**src/rtl/grid_scanner.sv**
```systemverilog
// grid_scanner: snapshots a cell grid on gen_tick and streams it bit-serially over a valid/ready link.
// Define GRID_SCANNER_POPCOUNT_EN to build the per-frame live-cell counter behind alive_count.
module grid_scanner #(
   parameter int ROWS = 8,
   parameter int COLS = 8,
   localparam int N = ROWS * COLS,
   localparam int CW = $clog2(N + 1)
) (
   input  logic          qzt_clk,
   input  logic          rst_n,
   input  logic          gen_tick,
   input  logic [N-1:0]  grid_state,
   input  logic          out_ready,
   input  logic          overrun_clr,
   output logic          out_valid,
   output logic          out_bit,
   output logic          out_sof,
   output logic          out_eol,
   output logic          frame_done,
   output logic          overrun,
   output logic [CW-1:0] alive_count
);
   localparam int IW = N > 1 ? $clog2(N) : 1;
   localparam int KW = COLS > 1 ? $clog2(COLS) : 1;
   localparam logic [IW-1:0] LAST = IW'(N - 1);
   localparam logic [KW-1:0] LAST_COL = KW'(COLS - 1);
   typedef enum logic {IDLE, SEND} state_t;
   state_t state, state_nxt;
   logic [N-1:0] shadow;
   logic [IW-1:0] idx;
   logic [KW-1:0] col;
   logic xfer, final_xfer, start;
   assign out_valid = state == SEND;
   assign xfer = out_valid & out_ready;
   assign final_xfer = xfer & (idx == LAST);
   // a tick coinciding with the final transfer chains straight into the next frame
   assign start = gen_tick & (state == IDLE | final_xfer);
   assign out_bit = out_valid & shadow[idx];
   assign out_sof = out_valid & (idx == '0);
   assign out_eol = out_valid & (col == LAST_COL);
   always_ff @(posedge qzt_clk or negedge rst_n)
      if (!rst_n) state <= IDLE;
      else state <= state_nxt;
   always_comb begin
      state_nxt = start ? SEND : final_xfer ? IDLE : state;
   end
   always_ff @(posedge qzt_clk or negedge rst_n)
      if (!rst_n) begin
         shadow <= '0;
         idx <= '0;
         col <= '0;
         frame_done <= 1'b0;
         overrun <= 1'b0;
      end else begin
         frame_done <= final_xfer;
         overrun <= (gen_tick & out_valid & ~start) | (overrun & ~overrun_clr);
         if (start) begin
            shadow <= grid_state;
            idx <= '0;
            col <= '0;
         end else if (xfer) begin
            idx <= final_xfer ? '0 : idx + IW'(1);
            col <= col == LAST_COL ? '0 : col + KW'(1);
         end
      end
`ifdef GRID_SCANNER_POPCOUNT_EN
   logic [CW-1:0] cnt;
   always_ff @(posedge qzt_clk or negedge rst_n)
      if (!rst_n) begin
         cnt <= '0;
         alive_count <= '0;
      end else if (final_xfer) begin
         alive_count <= cnt + CW'(out_bit);
         cnt <= '0;
      end else if (start) cnt <= '0;
      else if (xfer) cnt <= cnt + CW'(out_bit);
`else
   assign alive_count = '0;
`endif
endmodule

```
**config.mk**
```make
export PLATFORM = sky130hd
export DESIGN_NAME = grid_scanner
export DESIGN_NICKNAME = d
export VERILOG_FILES = /design/src/rtl/grid_scanner.sv
export SDC_FILE = /design/constraint.sdc
export NUM_CORES = 1
export LEC_CHECK = 0
export ABC_AREA = 0
export CORE_MARGIN = 3
export CORE_UTILIZATION = 50
export DETAILED_ROUTE_END_ITERATION = 10
export DONT_BUFFER_PORTS = 1
export SYNTH_ARGS = -nofsm -noshare
export SYNTH_HDL_FRONTEND = slang
export SYNTH_SLANG_ARGS = --single-unit
```
**constraint.sdc**
```tcl
create_clock -name qzt_clk -period 2.4 [get_ports qzt_clk]
set_input_delay 0.48 -clock qzt_clk [delete_from_list [all_inputs] [get_ports qzt_clk]]
set_output_delay 0.48 -clock qzt_clk [all_outputs]
set_load 0.005 [all_outputs]
```
=== After elaboration in Yosys (flattened, before gate mapping) ===
Index checks and enable logic that the tools add are counted.

* Bits in registers: 76
* Input port bits: 69
* Output and inout port bits: 13
* Word-level logic and storage cells: 38

* Add/subtract/negate cells: 2
* Order comparisons: 1
* Equality and inequality tests: 2
* Multiplexer cells: 10
* Bitwise operators: 14
* Reductions and logical operators: 3

{| class="wikitable"
|+ Operators by type and width
! cell !! number
|-
| $mux W6 || 3
|-
| $and A1 B1 Y1 || 9
|-
| $mux W3 || 3
|-
| $lt A6 B7 Y1 const B || 1
|-
| $add A6 B1 Y6 const B || 1
|-
| $bmux W1 S6 || 1
|-
| $eq A6 B6 Y1 const B || 1
|-
| $logic_not A6 Y1 || 1
|-
| $reduce_bool A2 Y1 || 2
|-
| $add A3 B1 Y3 const B || 1
|-
| $eq A3 B3 Y1 const B || 1
|-
| $mux W1 || 3
|-
| $not A1 Y1 || 3
|-
| $or A1 B1 Y1 || 2
|}

=== Logic depth before layout (Yosys ltp) ===
Gate-level depths: netlist of the first run.

* Depth after elaboration: 7
* Depth in mapped cells: 8
* Gate-level depth less buffers: 6

=== Least setup slack after synthesis of the first run ===
No wires, ideal clock.

* Kind: register to output
* From: reg idx[0]
* To: out out_bit
* Arrival: 1682 ps
* Data required time: 1920 ps
* Slack: 238 ps
* Cell stages (with the launch flop): 7
* Buffers on the path: 1
* Cells stage by stage: dfrtp_1 buf_6 mux4_1 mux2_2 nand3_2 o311a_1 o22ai_1

* Word-level cells in the longest chain between the ends: 3

{| class="wikitable"
|+ RTL lines
! item !! RTL line !! text
|-
| from (decl) || 30 || <nowiki>logic [IW-1:0] idx;</nowiki>
|-
| from (signal assigned) || 62 || <nowiki>idx <= final_xfer ? '0 : idx + IW'(1);</nowiki>
|-
| $bmux W1 S6 || 38 || <nowiki>assign out_bit = out_valid & shadow[idx];</nowiki>
|-
| $mux W1 (implied by the code) || 38 ||
|-
| $and A1 B1 Y1 || 38 ||
|-
| to (decl) || 16 || <nowiki>output logic out_bit,</nowiki>
|}

Every way passes these cells. The select of a mux whose other input is x is not followed.

=== Worst setup path after layout of the first run ===
Ends and elaborated chain as after synthesis.

==> impl_metrics.yaml, run 1 <==
clock_network:
  cts.sinks: 76
  h-tree-depth: 3
  path_clk_slew_ps: 80
  insertion_delay_ps: 350
  cts_tree: "yes"
  cts-root-buf: "clkbuf_8"
  cts_buffer_depth: 2
  cts_buffers: 9
critical_path:
  cp_max_fo: 4
  worstReg2RegStart: "idx[0]"
  cp.arrival_ps: 2130
  worstPathRequired_ps: 1920
  worstPathCellList: "mux4_1 -> o311ai_0 -> a211o_1 -> o311a_1 -> o22ai_2"
  r2r_end: "shadow[63]"
  worstSetupEndpointType: "primary output"
  cp-start-kind: "flop"
  crit_buf_inv: 0
  critPathTopFamily: "compound AO/OA/AOI/OAI gates"
  worstSetupPathType: "flop to primary output"
  startpoint: "idx[0]"
  r2r_setup_slack_ps: 200
  slowest_stage: "mux4_1"
  reg2regPathDepth: 9
  path_depth: 5
  endpoint: "out_bit"
  critical_path.max_stage_delay_ps: 550
yosys:
  yosysSeqAreaShare: 0.506
  synth_cell_types: 44
  synthSimpleGateAreaFrac: 0.0520
  synthFlopType: "dfrtp_1"
  synth_top_family_by_area: "multiplexers"
  yosys_warnings: 0
  syn-mean-instance-area_sq_um: 14.3
  synth_top_cells_by_count: "dfrtp_1, mux2_2, nand2_1, mux2_4, mux4_1"
  synth.most_common_cell: "dfrtp_1"
  synth-xor-area-share: 0.00233
  yosys.area.top_type: "dfrtp_1"
  async_flop_share: 1.00
  synth-edff-count: 0
  muxShareOfSynthArea: 0.318
  synth_fa_ha_area_frac: 0.0133
  synth_cells: 262
  synth_compound_area_frac: 0.0500
  ys_ff_latch: 76
  synth_area_leaders: "dfrtp_1, mux2_2, mux4_1, mux2_4, buf_6"
  netlist_area_sq_mm: 0.00375
  synth_top_area_share: 0.506
global_route:
  track_usage: 0.185
  globalRouteOverflowTotal: 0
  grt_pass1_wl_um: 12200
  grt_max_degree: 77
  grt_pass1_vias: 2386
  antenna_found_initial: 0
die:
  chipHeight_um: 92.7
  die-width_um: 92.7
  rows: 30
  core_sq_mm: 0.00702
  ioPinCount: 82
  dieArea_sq_mm: 0.00859
  start_util: 0.535
route:
  drc: 0
  drtIter0Drc: 135
  wl_um: 7430
  wl_per_cell_um: 19.4
  ant_nets: 0
  viasPerCell: 5.72
  firstDrtPassIters: 4
  vias: 2198
power_and_ir_drop:
  p_leak_uw: 0.00198
  vdd_drop_max_v: 0.000468
  power.density_mw_per_mm2: 849
  finalPower_uw: 3610
timing:
  finalWorstSetupSlack_ps: -205
  fin_skew_ps: 8.78
  rsz0062_at_grt: "true"
  drv_slew: 0
  fmax_mhz: 384
  hold_viol_final: 0
  period_share: 1.09
  period_needed_ps: 2610
  setup_violations: 1
placement:
  port_buffers: 0
  dpl.hpwl_um: 5110
  place_ws_ps: 119
  gp_congestion: 0.746
run_status:
  violations: "setup timing"
  status: "complete, but fails checks"
final_layout:
  area_growth_pct: 13.2
  nNetsFinal: 356
  antennaDiodeCount: 0
  drive_above_1_share: 0.438
hold_path:
  min_path_type: "input pin to asynchronous set/reset pin"
flow_run:
  drv_cap: 0
==> layout make-up <==
| cell class | count | area, sq um |
|---|---|---|
| sequential | 76 | 1900 |
| tap | 96 | 120 |
| fill | 560 | 2770 |
| clock buffer | 13 | 159 |
| multi-input combinational | 163 | 1670 |
| timing repair buffer | 26 | 299 |
| inverter | 7 | 26.3 |
| clock inverter | 3 | 68.8 |
==> state kept, by name (all words and copies together), names as in the netlist <==
signal      flops
out_valid       1
overrun         1
col             3
frame_done      1
shadow         64
idx             6
==> cells by family (layout without fill, tap and decap cells) <==
kind of cell | Yosys count | after routing
flops | 76 | 76
compound gates | 27 | 27
other cells | 1 | 7
fa+ha+maj | 4 | 4
buf+inv | 29 | 49
mux | 84 | 84
xor+xnor | 1 | 1
simple gates | 40 | 40
==> stage by stage <==
stage / std cells / TNS [ps] / cell area [sq um] / hold slack (ps) / util
after CTS: 379 / -213 / 4200 / 22.3 / 0.598
final: 384 / -205 / 4250 / 14.2 / 0.606
after detailed placement: 355 / 0 / 3840 / 187 / 0.547
after global routing: 384 / -241 / 4250 / 29.1 / 0.606
after global placement: 355 / 0 / 3840 / 187 / 0.547
after floorplan: 268 / 0 / 3780 / 184 / -
==> worst register-to-register path: stages (launching register included) <==
cell and delay (ps):
dfrtp_2 460, buf_12 160, buf_12 130, buf_4 130, ha_1 220, nand4_2 130, o21ai_2 100, nand2_4 160
buf_4 250, mux2_2 350
==> cell usage in the layout, fill, tap and decap left out, types with 3 or more instances in the layout <==
cell type  Yosys  layout
o21ai_0        9       9
inv_1          7       7
mux4_2         3       9
ha_1           4       4
mux2_2        50      49
nor3_1         3       3
nand3_1        3       3
conb_1         1       7
nand2_1       17      17
clkbuf_8       2      11
buf_4          8      19
dfrtp_1       76      74
nor2_1         8       8
mux2_4        15      16
mux2i_1        4       4
buf_12         0       3
mux4_1        10       4
==> timing repair <==
| item | CTS | global route |
|---|---|---|
| hold buffers | 1 | 0 |
| cloned | 1 | 1 |
| setup endpoints to repair | 1 | 24 |
| gates resized for setup | 5 | 12 |
| endpoints found under the hold margin | 76 | 0 |
| setup buffers | 6 | 4 |
| pin swaps | 1 | 4 |
==> worst min path at each step <==
stage | start | to | slack [ps] | cells after the start
2_1_floorplan | rst_n | col[0] | 180 | 0
3_3_place_gp | rst_n | shadow[22] | 190 | 0
3_5_place_dp | rst_n | shadow[22] | 190 | 0
4_1_cts | rst_n | shadow[29] | 20 | 1
5_1_grt | rst_n | shadow[29] | 30 | 1
6_report | rst_n | shadow[29] | 10 | 1
==> report_power, final <==
part | leakage [uW] | internal (uW) | switching [uW]
combinational | 0.000928 | 489 | 377
clock | 0.000114 | 645 | 445
sequential | 0.000935 | 1460 | 189
total | 0.00198 | 2600 | 1010
==> metal layers <==
layer	wire length [um]	share of wire	up-vias	global-route usage
met5	0	0	-	0
met4	123	0.017	0	0.0733
met3	565	0.076	13	0.0634
met2	3490	0.47	80	0.282
met1	3260	0.44	1113	0.245
li1	-	-	992	-
Note: power is estimated with default switching activity, not from simulation.
==> run 2, diff against run 1 <==
--- a/config.mk
+++ b/config.mk
@@ -5,7 +5,7 @@
 export SDC_FILE = /design/constraint.sdc
 export NUM_CORES = 1
 export LEC_CHECK = 0
-export ABC_AREA = 0
+export ABC_AREA = 1
 export CORE_MARGIN = 3
 export CORE_UTILIZATION = 50
 export DETAILED_ROUTE_END_ITERATION = 10
==> run 2 against run 1 <==
Against the previous run: the run now ends clean; clock skew increased by 1.5 ps; clock-buffer cell count fell by 2; utilization fell by 2.5 points; largest power group unchanged.
==> impl_metrics.yaml, run 2 <==
global_route:
  grt_pass1_vias: 2807
  grt_pass1_wl_um: 13900
  globalRouteOverflowTotal: 0
  grt_max_degree: 77
  track_usage: 0.198
  antenna_found_initial: 0
die:
  core_sq_mm: 0.00752
  ioPinCount: 82
  start_util: 0.532
  dieArea_sq_mm: 0.00911
  rows: 31
  die-width_um: 95.5
  chipHeight_um: 95.5
yosys:
  synth_cell_types: 29
  muxShareOfSynthArea: 0.160
  async_flop_share: 1.00
  synthSimpleGateAreaFrac: 0.195
  yosys.area.top_type: "dfrtp_1"
  synth_compound_area_frac: 0.0703
  synth_top_area_share: 0.475
  netlist_area_sq_mm: 0.00400
  ys_ff_latch: 76
  yosys_warnings: 0
  syn-mean-instance-area_sq_um: 9.76
  synth_fa_ha_area_frac: 0.0125
  yosysSeqAreaShare: 0.475
  synth_top_family_by_area: "simple AND/OR/NAND/NOR gates"
  synth_area_leaders: "dfrtp_1, mux2_4, nand2_1, nand3_1, nor2_1"
  synthFlopType: "dfrtp_1"
  synth_cells: 410
  synth.most_common_cell: "nand2_1"
  synth_top_cells_by_count: "nand2_1, dfrtp_1, nor2_1, mux2_4, nand3_1"
  synth-edff-count: 0
  synth-xor-area-share: 0.00219
route:
  wl_um: 8190
  ant_nets: 0
  vias: 2674
  viasPerCell: 5.19
  wl_per_cell_um: 15.9
  firstDrtPassIters: 4
  drtIter0Drc: 117
  drc: 0
flow_run:
  drv_cap: 0
timing:
  fmax_mhz: 445
  whs_ps: 15.4
  hold_viol_final: 0
  drv_slew: 0
  setup_violations: 0
  period_share: 0.936
  fin_skew_ps: 10.3
  period_needed_ps: 2250
final_layout:
  regArea_sq_mm: 0.00190
  drive_above_1_share: 0.248
  multi_input_area_sq_mm: 0.00180
  final_common_cell: "nand2_1"
  nNetsFinal: 485
  largestRegisters: "shadow x64, idx x6, col x3"
  area_growth_pct: 9.25
  largest_register_ffs: 64
  fillers: 667
  top_register: "shadow"
  antennaDiodeCount: 0
  final_cell_mix: "nand2_1, dfrtp_1, nor2_1"
clock_network:
  cts_buffers: 9
  cts.sinks: 76
  h-tree-depth: 3
  cts_buffer_depth: 2
  cts_tree: "yes"
  path_clk_slew_ps: 80
  cts-root-buf: "clkbuf_8"
  insertion_delay_ps: 350
power_and_ir_drop:
  power.density_mw_per_mm2: 1200
  p_leak_uw: 0.00227
  finalPower_uw: 5250
  vdd_drop_max_v: 0.000557
critical_path:
  slowest_stage: "dfrtp_1"
  cp_max_fo: 17
  worstPathRequired_ps: 1920
  crit_buf_inv: 1
  critical_path.max_stage_delay_ps: 430
  worstPathCellList: "inv_2 -> nand3_1 -> nand2_1 -> nand2_1 -> nand2_1 -> nor2_1 -> nand2_1 -> nand3_1 -> a21oi_2"
  worstSetupPathType: "flop to primary output"
  cp-start-kind: "flop"
  crit_top_cell: "nand2_1"
  critPathTopFamily: "simple AND/OR/NAND/NOR gates"
  worstSetupEndpointType: "primary output"
  cp.arrival_ps: 1770
run_status:
  status: "completed"
placement:
  gp_congestion: 0.829
  dpl.hpwl_um: 5990
  port_buffers: 0
hold_path:
  min_path_type: "input pin to asynchronous set/reset pin"
==> run 2: cell types whose count changed after synthesis, sizes merged, moves of 3 or more <==
cell	before	now
nand2	18	88
nand3	4	42
o21ai	10	7
o311ai	3	0
mux2i	4	0
a21oi	1	28
mux2	66	43
buf	18	25
inv	7	35
nor2	8	48
mux4	14	0
==> run 2: cell type report <==
type / instances / area share
Sequential cell: 76 / 0.435
Clock inverter: 4 / 0.0223
Clock buffer: 11 / 0.0323
Multi-Input combinational cell: 277 / 0.412
Inverter: 35 / 0.0300
Tap cell: 99 / 0.0283
Timing Repair Buffer: 13 / 0.0401
==> run 2: worst paths after layout <==
| kind | from | endpoint | slack, ps | cells past startpoint |
|---|---|---|---|---|
| worst max-delay path | idx[1] | out_bit | 150 | 9 |
| max in group asynchronous | rst_n | idx[3] | 2090 | 1 |
| worst min-delay path | rst_n | shadow[7] | 20 | 1 |
| worst min register to register | col[2] | col[2] | 490 | 2 |
| worst max register to register | idx[0] | shadow[16] | 310 | 10 |
| min in group qzt_clk | overrun_clr | overrun | 230 | 1 |
==> run 2: logic make-up after synthesis <==
kind of cell,after synthesis
buffers and inverters,63
AOI/OAI and AO/OA,39
DFF,76
xor gates and xnor gates,1
adders and majority gates,4
other,1
muxes,43
and+or+nand+nor,183
==> run 2: through the flow <==
stage               worst slack [ps]  utilization  cells  setup TNS, ps  instance area (sq um)
global placement                 323        0.542    498              0                   4080
global route                   -2.04        0.581    515          -2.04                   4370
finish                           154        0.581    515              0                   4370
CTS                             20.9        0.578    514              0                   4350
detailed placement               334        0.542    498              0                   4080
floorplan                        542            -    416              0                   4030
==> run 2: layer usage <==
metal	share of wire	global-route usage	wire length [um]	vias up
met1	0.47	0.269	3840	1265
met5	0	0	0	-
met2	0.45	0.306	3720	70
li1	-	-	-	1324
met3	0.058	0.0418	476	15
met4	0.019	0.0865	158	0
==> run 2: where the power goes <==
group | switching, uW | internal (uW)
logic | 938 | 949
registers | 365 | 1830
clock network | 455 | 714
total | 1760 | 3490
==> run 2: worst reg2reg max path, delay by kind of cell, from the launching register on <==
kind            cells  cell delay (ps)
flops               1              420
simple gates        5              520
compound gates      1               70
fa+ha+maj           1              220
buf+inv             3              730
==> run 2: repair_timing <==
action	in CTS	in global routing
pin swaps	0	1
cloned	0	0
endpoints found under the hold margin	76	0
gates resized for setup	2	5
setup endpoints to repair	1	1
hold buffers	1	0
setup buffers	0	1
